===== src/rtl/exec_mult_pipe.sv =====
// Pipelined integer multiplier execution unit.
// Issue enters slot 0, shifts one slot per advancing cycle and is handed off
// from the last slot. A wakeup tag is broadcast EARLY cycles before handoff.
// Mispredict flushes squash every in-flight entry younger than the branch,
// with age measured relative to the ROB head.
module exec_mult_pipe #(
    parameter int WIDTH  = 32,
    parameter int STAGES = 4,
    parameter int EARLY  = 1,
    parameter int TAG_W  = 6,
    parameter int ROB_W  = 5
) (
    input  logic                         clock,
    input  logic                         reset,

    input  logic                         in_valid,
    output logic                         in_ready,
    input  logic [1:0]                   in_func,
    input  logic [WIDTH-1:0]             in_opa,
    input  logic [WIDTH-1:0]             in_opb,
    input  logic [TAG_W-1:0]             in_dest_tag,
    input  logic [ROB_W-1:0]             in_rob_idx,

    input  logic                         flush_valid,
    input  logic [ROB_W-1:0]             flush_rob_idx,
    input  logic [ROB_W-1:0]             rob_head,

    output logic                         out_valid,
    input  logic                         out_ready,
    output logic [WIDTH-1:0]             out_value,
    output logic [TAG_W-1:0]             out_dest_tag,
    output logic [ROB_W-1:0]             out_rob_idx,

    output logic                         early_valid,
    output logic [TAG_W-1:0]             early_tag,

    output logic [$clog2(STAGES+1)-1:0]  occupancy
);

    localparam int LAST       = STAGES - 1;
    localparam int EARLY_SLOT = STAGES - 1 - EARLY;
    localparam int OCC_W      = $clog2(STAGES + 1);

    typedef enum logic [1:0] {
        FN_MUL    = 2'b00,  // low half
        FN_MULH   = 2'b01,  // high half, signed x signed
        FN_MULHSU = 2'b10,  // high half, signed x unsigned
        FN_MULHU  = 2'b11   // high half, unsigned x unsigned
    } func_e;

    // Slot state: valids carry reset, payload does not.
    logic [STAGES-1:0] valid_q;
    logic [TAG_W-1:0]  tag_q [STAGES];
    logic [ROB_W-1:0]  rob_q [STAGES];
    logic [WIDTH-1:0]  res_q [1:LAST];

    // Slot 0 keeps raw operands; the multiply happens on the way to slot 1.
    func_e             func_q;
    logic [WIDTH-1:0]  opa_q;
    logic [WIDTH-1:0]  opb_q;

    logic [STAGES-1:0] squash;
    logic              in_squash;
    logic              advance;
    logic              accept;
    logic              handoff;
    int                squash_cnt;
    int                occ_sum;

    logic [2*WIDTH-1:0] opa_ext;
    logic [2*WIDTH-1:0] opb_ext;
    logic [2*WIDTH-1:0] product;
    logic [WIDTH-1:0]   result0;

    // True when idx is strictly younger than ref_idx, both measured from head.
    function automatic logic is_younger(input logic [ROB_W-1:0] idx,
                                        input logic [ROB_W-1:0] ref_idx,
                                        input logic [ROB_W-1:0] head);
        logic [ROB_W-1:0] age_idx;
        logic [ROB_W-1:0] age_ref;
        age_idx = idx - head;
        age_ref = ref_idx - head;
        return age_idx > age_ref;
    endfunction

    // Per-slot squash mask and its population count for occupancy.
    always_comb begin
        // NOTE: every output of a combinational block gets a default first so no latch is inferred.
        squash     = '0;
        squash_cnt = 0;
        for (int i = 0; i < STAGES; i++) begin
            squash[i]  = valid_q[i] && flush_valid &&
                         is_younger(rob_q[i], flush_rob_idx, rob_head);
            squash_cnt = squash_cnt + int'(squash[i]);
        end
    end

    // Handshake: a squashed tail cannot hold the pipe, a squashed issue is dropped.
    assign in_squash = flush_valid && is_younger(in_rob_idx, flush_rob_idx, rob_head);
    assign out_valid = valid_q[LAST] && !squash[LAST];
    assign advance   = !(out_valid && !out_ready);
    assign in_ready  = advance;
    assign accept    = in_valid && advance && !in_squash;
    assign handoff   = out_valid && out_ready;

    assign out_value    = res_q[LAST];
    assign out_dest_tag = tag_q[LAST];
    assign out_rob_idx  = rob_q[LAST];

    // The broadcast fires only when the slot moves on, so it happens exactly once.
    assign early_valid = valid_q[EARLY_SLOT] && !squash[EARLY_SLOT] && advance;
    assign early_tag   = tag_q[EARLY_SLOT];

    assign occ_sum = int'(occupancy) + int'(accept) - int'(handoff) - squash_cnt;

    // Operand extension by function, full-width product and half selection.
    always_comb begin
        opa_ext = {{WIDTH{1'b0}}, opa_q};
        opb_ext = {{WIDTH{1'b0}}, opb_q};
        if (func_q == FN_MULH || func_q == FN_MULHSU) begin
            opa_ext = {{WIDTH{opa_q[WIDTH-1]}}, opa_q};
        end
        if (func_q == FN_MULH) begin
            opb_ext = {{WIDTH{opb_q[WIDTH-1]}}, opb_q};
        end
        // Low 2*WIDTH bits of the extended product are exact for every sign mix.
        product = opa_ext * opb_ext;
        result0 = (func_q == FN_MUL) ? product[WIDTH-1:0] : product[2*WIDTH-1:WIDTH];
    end

    // Slot valids and occupancy: shift on advance, drop squashed entries at the edge.
    always_ff @(posedge clock or posedge reset) begin
        if (reset) begin
            // NOTE: sequential state is updated with non-blocking assignments only.
            valid_q   <= '0;
            occupancy <= '0;
        end else begin
            occupancy <= OCC_W'(occ_sum);
            if (advance) begin
                valid_q <= {valid_q[LAST-1:0] & ~squash[LAST-1:0], accept};
            end else begin
                valid_q <= valid_q & ~squash;
            end
        end
    end

    // Payload shift; qualified by valid_q so it never needs reset.
    always_ff @(posedge clock) begin
        // NOTE: payload arrays are left unreset; clearing them would add reset fan-out for nothing.
        if (advance) begin
            if (accept) begin
                func_q   <= func_e'(in_func);
                opa_q    <= in_opa;
                opb_q    <= in_opb;
                tag_q[0] <= in_dest_tag;
                rob_q[0] <= in_rob_idx;
            end
            res_q[1] <= result0;
            for (int i = 2; i < STAGES; i++) begin
                res_q[i] <= res_q[i-1];
            end
            for (int i = 1; i < STAGES; i++) begin
                tag_q[i] <= tag_q[i-1];
                rob_q[i] <= rob_q[i-1];
            end
        end
    end

endmodule


===== config.mk =====
export PLATFORM = sky130hd
export DESIGN_NAME = exec_mult_pipe
export DESIGN_NICKNAME = d
export VERILOG_FILES = /design/src/rtl/exec_mult_pipe.sv
export SDC_FILE = /design/constraint.sdc
export NUM_CORES = 2
export LEC_CHECK = 0
export CAP_MARGIN = 20
export CORE_MARGIN = 3
export CORE_UTILIZATION = 60
export DETAILED_ROUTE_END_ITERATION = 8
export HOLD_SLACK_MARGIN = 0.05
export PLACE_DENSITY_LB_ADDON = 0.08
export SETUP_SLACK_MARGIN = 0.02
export SYNTH_ARGS = -nofsm -noshare
export SYNTH_HDL_FRONTEND = slang
export SYNTH_SLANG_ARGS = --single-unit

===== constraint.sdc =====
create_clock -name clock -period 15.9 [get_ports clock]
set_input_delay 2.385 -clock clock [delete_from_list [all_inputs] [get_ports clock]]
set_output_delay 2.385 -clock clock [all_outputs]
set_load 0.005 [all_outputs]

# Word-level counts from Yosys, hierarchy flattened
# Memories as Yosys holds them, arrays and structs flattened.
# Cells that the tools add are included.
totals:
  output_inout_bits: 55
  ram_bits: 140
  elab_cells: 65
  n_memories: 3
  regBits: 73
mem_list:
  columns: ["name", "words", "width", "read_ports", "rd_clocked_by_memory_dff", "write_ports", "line", "source"]
  rows:
  - ["res_q", 3, 32, 3, 0, 3, "55", "logic [WIDTH-1:0] res_q [1:LAST];"]
  - ["tag_q", 4, 6, 4, 0, 4, "53", "logic [TAG_W-1:0] tag_q [STAGES];"]
  - ["rob_q", 4, 5, 4, 0, 4, "54", "logic [ROB_W-1:0] rob_q [STAGES];"]
op_classes:
  n_eq_ne: 2
  mux: 8
  magnitude_cmp: 5
  n_addsub: 12
  bitwise: 5
  n_mul: 1
  reduce_logical: 24
op_table:
  columns: ["cell", "count"]
  rows:
  - ["$mux W64", 2]
  - ["$mul A64 B64 Y64", 1]
  - ["$mux W32", 1]
  - ["$sub A5 B5 Y5", 6]
  - ["$gt A5 B5 Y1", 5]
  - ["$logic_and A1 B1 Y1", 16]
  - ["$add A3 B1 Y3", 2]
  - ["$logic_not A1 Y1", 5]
  - ["$and A4 B4 Y4", 1]
  - ["$mux W1", 4]
  - ["$mux W4", 1]
  - ["$not A4 Y4", 1]
  - ["$add A2 B1 Y3", 1]
  - ["$and A3 B3 Y3", 1]
  - ["$not A3 Y3", 1]
  - ["$sub A3 B1 Y3", 1]
  - ["$sub A3 B3 Y3", 1]
  - ["$add A1 B1 Y2", 1]
  - ["$eq A2 B1 Y1 const B", 1]
  - ["$eq A2 B2 Y1 const B", 1]
  - ["$logic_not A2 Y1", 1]
  - ["$reduce_and A2 Y1", 1]
  - ["$logic_or A1 B1 Y1", 1]
  - ["$not A1 Y1", 1]

# Longest topological paths before layout
# An unclocked memory read counts as a cell.
logic_depth:
  ltp_word: 13
  mapped_depth: 36
  ltp_nobuf: 34

# Least setup slack after synthesis
# No wires, ideal clock.
synth_path:
  path_kind: "input to register"
  start: "input port rob_head[1]"
  end: "register func_q[0] (enable)"
  stages: 11
  arrival_ns: 9.717
  path_buffers: 0
  slack_ns: 5.579
  setup_time_ns: 0.603
  required_ns: 15.297
  path_cell_list: "inv_1 -> ha_1 -> a21o_1 -> a21oi_1 -> xor2_1 -> ha_1 -> a21oi_1 -> nor2b_1 -> o2111ai_1 -> nand3_1 -> and3_1"
synth_between:
  elab_chain_len: 10
  elab_cells_between_ends: 16
synth_lines:
  columns: ["item", "line", "source"]
  rows:
  - ["from (decl)", "26", "input logic [ROB_W-1:0] rob_head,"]
  - ["$sub A5 B5 Y5, on equally long branches", "81, 82", null]
  - ["$gt A5 B5 Y1 (*)", "83", "return age_idx > age_ref;"]
  - ["$logic_and A1 B1 Y1 (*)", "92", "squash[i] = valid_q[i] && flush_valid &&"]
  - ["$logic_not A1 Y1 (*)", "100", "assign out_valid = valid_q[LAST] && !squash[LAST];"]
  - ["$logic_and A1 B1 Y1 (*)", "100", null]
  - ["$logic_and A1 B1 Y1 (*)", "101", "assign advance = !(out_valid && !out_ready);"]
  - ["$logic_not A1 Y1 (*)", "101", null]
  - ["net in_ready", "17", "output logic in_ready,"]
  - ["$logic_and A1 B1 Y1 (*) (2 in series)", "103", "assign accept = in_valid && advance && !in_squash;"]
  - ["$reduce_and A2 Y1 (no line) (*)", null, null]
  - ["to (signal assigned)", "152", "func_q <= func_e'(in_func);"]
  - ["to (decl)", "58", "func_e func_q;"]
# Mark *: on every way through the listed nets, which the timed path passes. The rest lies on a longest branch.
# A chain may end at the register's enable or synchronous reset.

==> impl_metrics.env <==
export IMPL_synth_edf_count=206
export IMPL_path_clk_slew_ps=60
export IMPL_dp_hpwl_mm=128
export IMPL_wl_per_cell_um=22.9
export IMPL_dieArea_um2=98000
export IMPL_path_class="reg -> reg"
export IMPL_finalHoldViolCount=0
export IMPL_ys_flop_type="edfxtp_1"
export IMPL_core_um2=92600
export IMPL_start_kind="flip-flop"
export IMPL_path_max_fanout=24
export IMPL_drtIter0Drc=2503
export IMPL_worst_pin_slew_ps=1090
export IMPL_cts_max_path_buffers=3
export IMPL_ys_ff_latch=213
export IMPL_critPathArrivalTime_ps=11180
export IMPL_crit_path_end_kind="flip-flop"
export IMPL_min_path_type="reg -> reg"
export IMPL_crit_path_frequent_cell="fa_1"
export IMPL_cts_num_sinks=213
export IMPL_avgSynthCellArea_um2=10.1
export IMPL_die_h_um=313
export IMPL_grt_overflow=0
export IMPL_async_reset_ff_share_pct=3.29
export IMPL_layout_min_cycle_time_ps=10740
export IMPL_fin_util_pct=64.7
export IMPL_worstPathRequired_ps=16340
export IMPL_cts_htree_levels=1
export IMPL_antenna_left=0
export IMPL_ctsResizeCount=0
export IMPL_gp_congestion=0.942
export IMPL_slowest_stage="fa_1"
export IMPL_clkLatencyLatePin_ps=620
export IMPL_synth_cells=5621
export IMPL_wl_mm=157
export IMPL_grt_start_max_net_pins=69
export IMPL_fill_cells=7696
export IMPL_antenna_found_initial=2
export IMPL_drive_gt1_share_pct=2.58
export IMPL_dr_pass1_iters=5
export IMPL_fp_row_count=111
export IMPL_fin_crit_sh_pct=67.6
export IMPL_ys_warn_count=0
export IMPL_fmaxAchievable_ghz=0.0931
export IMPL_initial_core_util_pct=61.1
export IMPL_drc=0
export IMPL_relSlewSlack_pct=27.0
export IMPL_cts_setup_buffers=0
export IMPL_syn_area_um2=56600
export IMPL_grt_pass1_wl_mm=247
export IMPL_syn2layout_area_growth_pct=5.92
export IMPL_fin_tns_setup_ps=0
export IMPL_fin_worst_skew_ps=20.4
export IMPL_setup_viol=0
export IMPL_die_w_um=313
export IMPL_fin_nets=7475
export IMPL_cts_root_buffer_cell="clkbuf_16"
export IMPL_yosysUniqueCellTypes=82
export IMPL_vias_per_cell=5.51
export IMPL_cpPeakStageDelay_ps=890
export IMPL_portBuffers=146
export IMPL_synth_seq_area_share_pct=11.2
export IMPL_holdBufCountCts=0
export IMPL_track_usage_pct=33.6
export IMPL_vias=37807
export IMPL_io_pins=147
export IMPL_rsz0062_at_grt="no"
export IMPL_synth_fp_nets=7502
export IMPL_cts_buffers=27
export IMPL_cap_viol_max_count=0
export IMPL_maxSlewViolCount=0
export IMPL_tritoncts="yes"
export IMPL_outcome="finished clean"
export IMPL_grt_pass1_vias=41412
==> state kept, by name, summed over array words and instances (netlist names) <==
register,cells
tag_q,24
occupancy,3
opa_q,32
rob_q,20
opb_q,32
func_q,2
res_q,96
valid_q,4
==> cell usage in the layout (no fill, tap or decap), types with 13 or more instances in the layout <==
cell	n
and3_1	27
nand3_1	17
o21ai_0	37
xor2_1	33
buf_4	77
nor2_1	51
and2_1	512
nand2_1	626
nor3_1	14
nand2b_1	13
a31oi_1	14
inv_1	1552
a21oi_1	87
a21o_1	67
o21a_1	15
fa_1	1432
nand4_1	20
clkbuf_16	27
clkdlybuf4s50_1	146
ha_1	356
xnor2_1	95
edfxtp_1	206
==> cell families after synthesis <==
| family | share of synthesized area [%] |
|---|---|
| xor+xnor | 2.10 |
| buf+inv | 12.4 |
| flops | 11.2 |
| fa+ha+maj | 58.6 |
| simple gates | 11.7 |
| compound gates | 3.89 |
| mux | 0.126 |
==> path summary, 6_finish.rpt <==
kind                                              from                       to  slack [ps]  cells after the start
worst min-delay path            res_q[0][82]$_DFFE_PN_  res_q[0][114]$_DFFE_PN_         410                      0
worst min register to register  res_q[0][82]$_DFFE_PN_  res_q[0][114]$_DFFE_PN_         410                      0
max in group asynchronous                        reset   occupancy[2]$_DFF_PP0_       13690                      2
worst max register to register     func_q[0]$_DFFE_PP_   res_q[0][62]$_DFFE_PN_        5160                     29
worst max-delay path               func_q[0]$_DFFE_PP_   res_q[0][62]$_DFFE_PN_        5160                     29
min in group asynchronous                        reset   occupancy[1]$_DFF_PP0_        2010                      2
==> final cells by class <==
class / instances / area, um^2 / share of cell area [%]
diodes: 2 / 5.00 / 0.00835
clock buffers: 30 / 687 / 1.15
clock inverters: 19 / 211 / 0.353
inverters: 1553 / 5830 / 9.73
multi-input cells: 3576 / 43200 / 72.1
flip-flops and latches: 213 / 6360 / 10.6
well taps: 1243 / 1560 / 2.60
repair buffers: 223 / 2040 / 3.40
==> cell usage after synthesis, types with 6 or more instances <==
cell	count	area share (%)
a211oi_1	10	0.13
a21boi_0	9	0.12
a21o_1	67	0.89
a21oi_1	87	0.77
a31oi_1	14	0.15
and2_1	512	5.7
and3_1	28	0.31
buf_4	32	0.42
clkbuf_1	240	1.6
dfrtp_1	7	0.31
edfxtp_1	206	11
fa_1	1432	51
ha_1	357	7.9
inv_1	1552	10
mux2i_1	6	0.11
nand2_1	627	4.2
nand2b_1	13	0.14
nand3_1	18	0.16
nand4_1	20	0.22
nor2_1	52	0.35
nor2b_1	12	0.13
nor3_1	14	0.12
o211ai_1	9	0.12
o21a_1	15	0.20
o21ai_0	38	0.34
o21ai_1	7	0.062
o21bai_1	12	0.16
o31ai_1	6	0.080
xnor2_1	95	1.5
xor2_1	33	0.51
==> critical path, delay by kind of cell, from the launching register on <==
kind / cells / cell delay (ps)
DFF: 1 / 350
and+or+nand+nor: 2 / 1070
buffers and inverters: 6 / 900
adders and majority gates: 12 / 6570
AOI/OAI and AO/OA: 9 / 1610
==> through the flow <==
step | instance area, um^2 | cells | setup slack, ps | hold slack, ps
finish | 59900 | 6859 | 5160 | 415
global route | 59900 | 6857 | 4660 | 424
CTS | 59900 | 6857 | 5200 | 414
detailed placement | 59000 | 6808 | 5210 | 405
global placement | 59000 | 6808 | 5300 | 400
floorplan | 56600 | 5621 | 5580 | 400
==> routing by layer <==
metal  vias up  routed length [um]  GRT usage (%)
met5         -                   9              0
met4         2                4800           8.82
met3       263               15200           7.22
met2      1669               71800           53.2
met1     19659               65000           47.8
li1      16214                   -              -
Power is not shown: default switching activity piles up to over one toggle a cycle in this logic, so the estimate is an artifact.
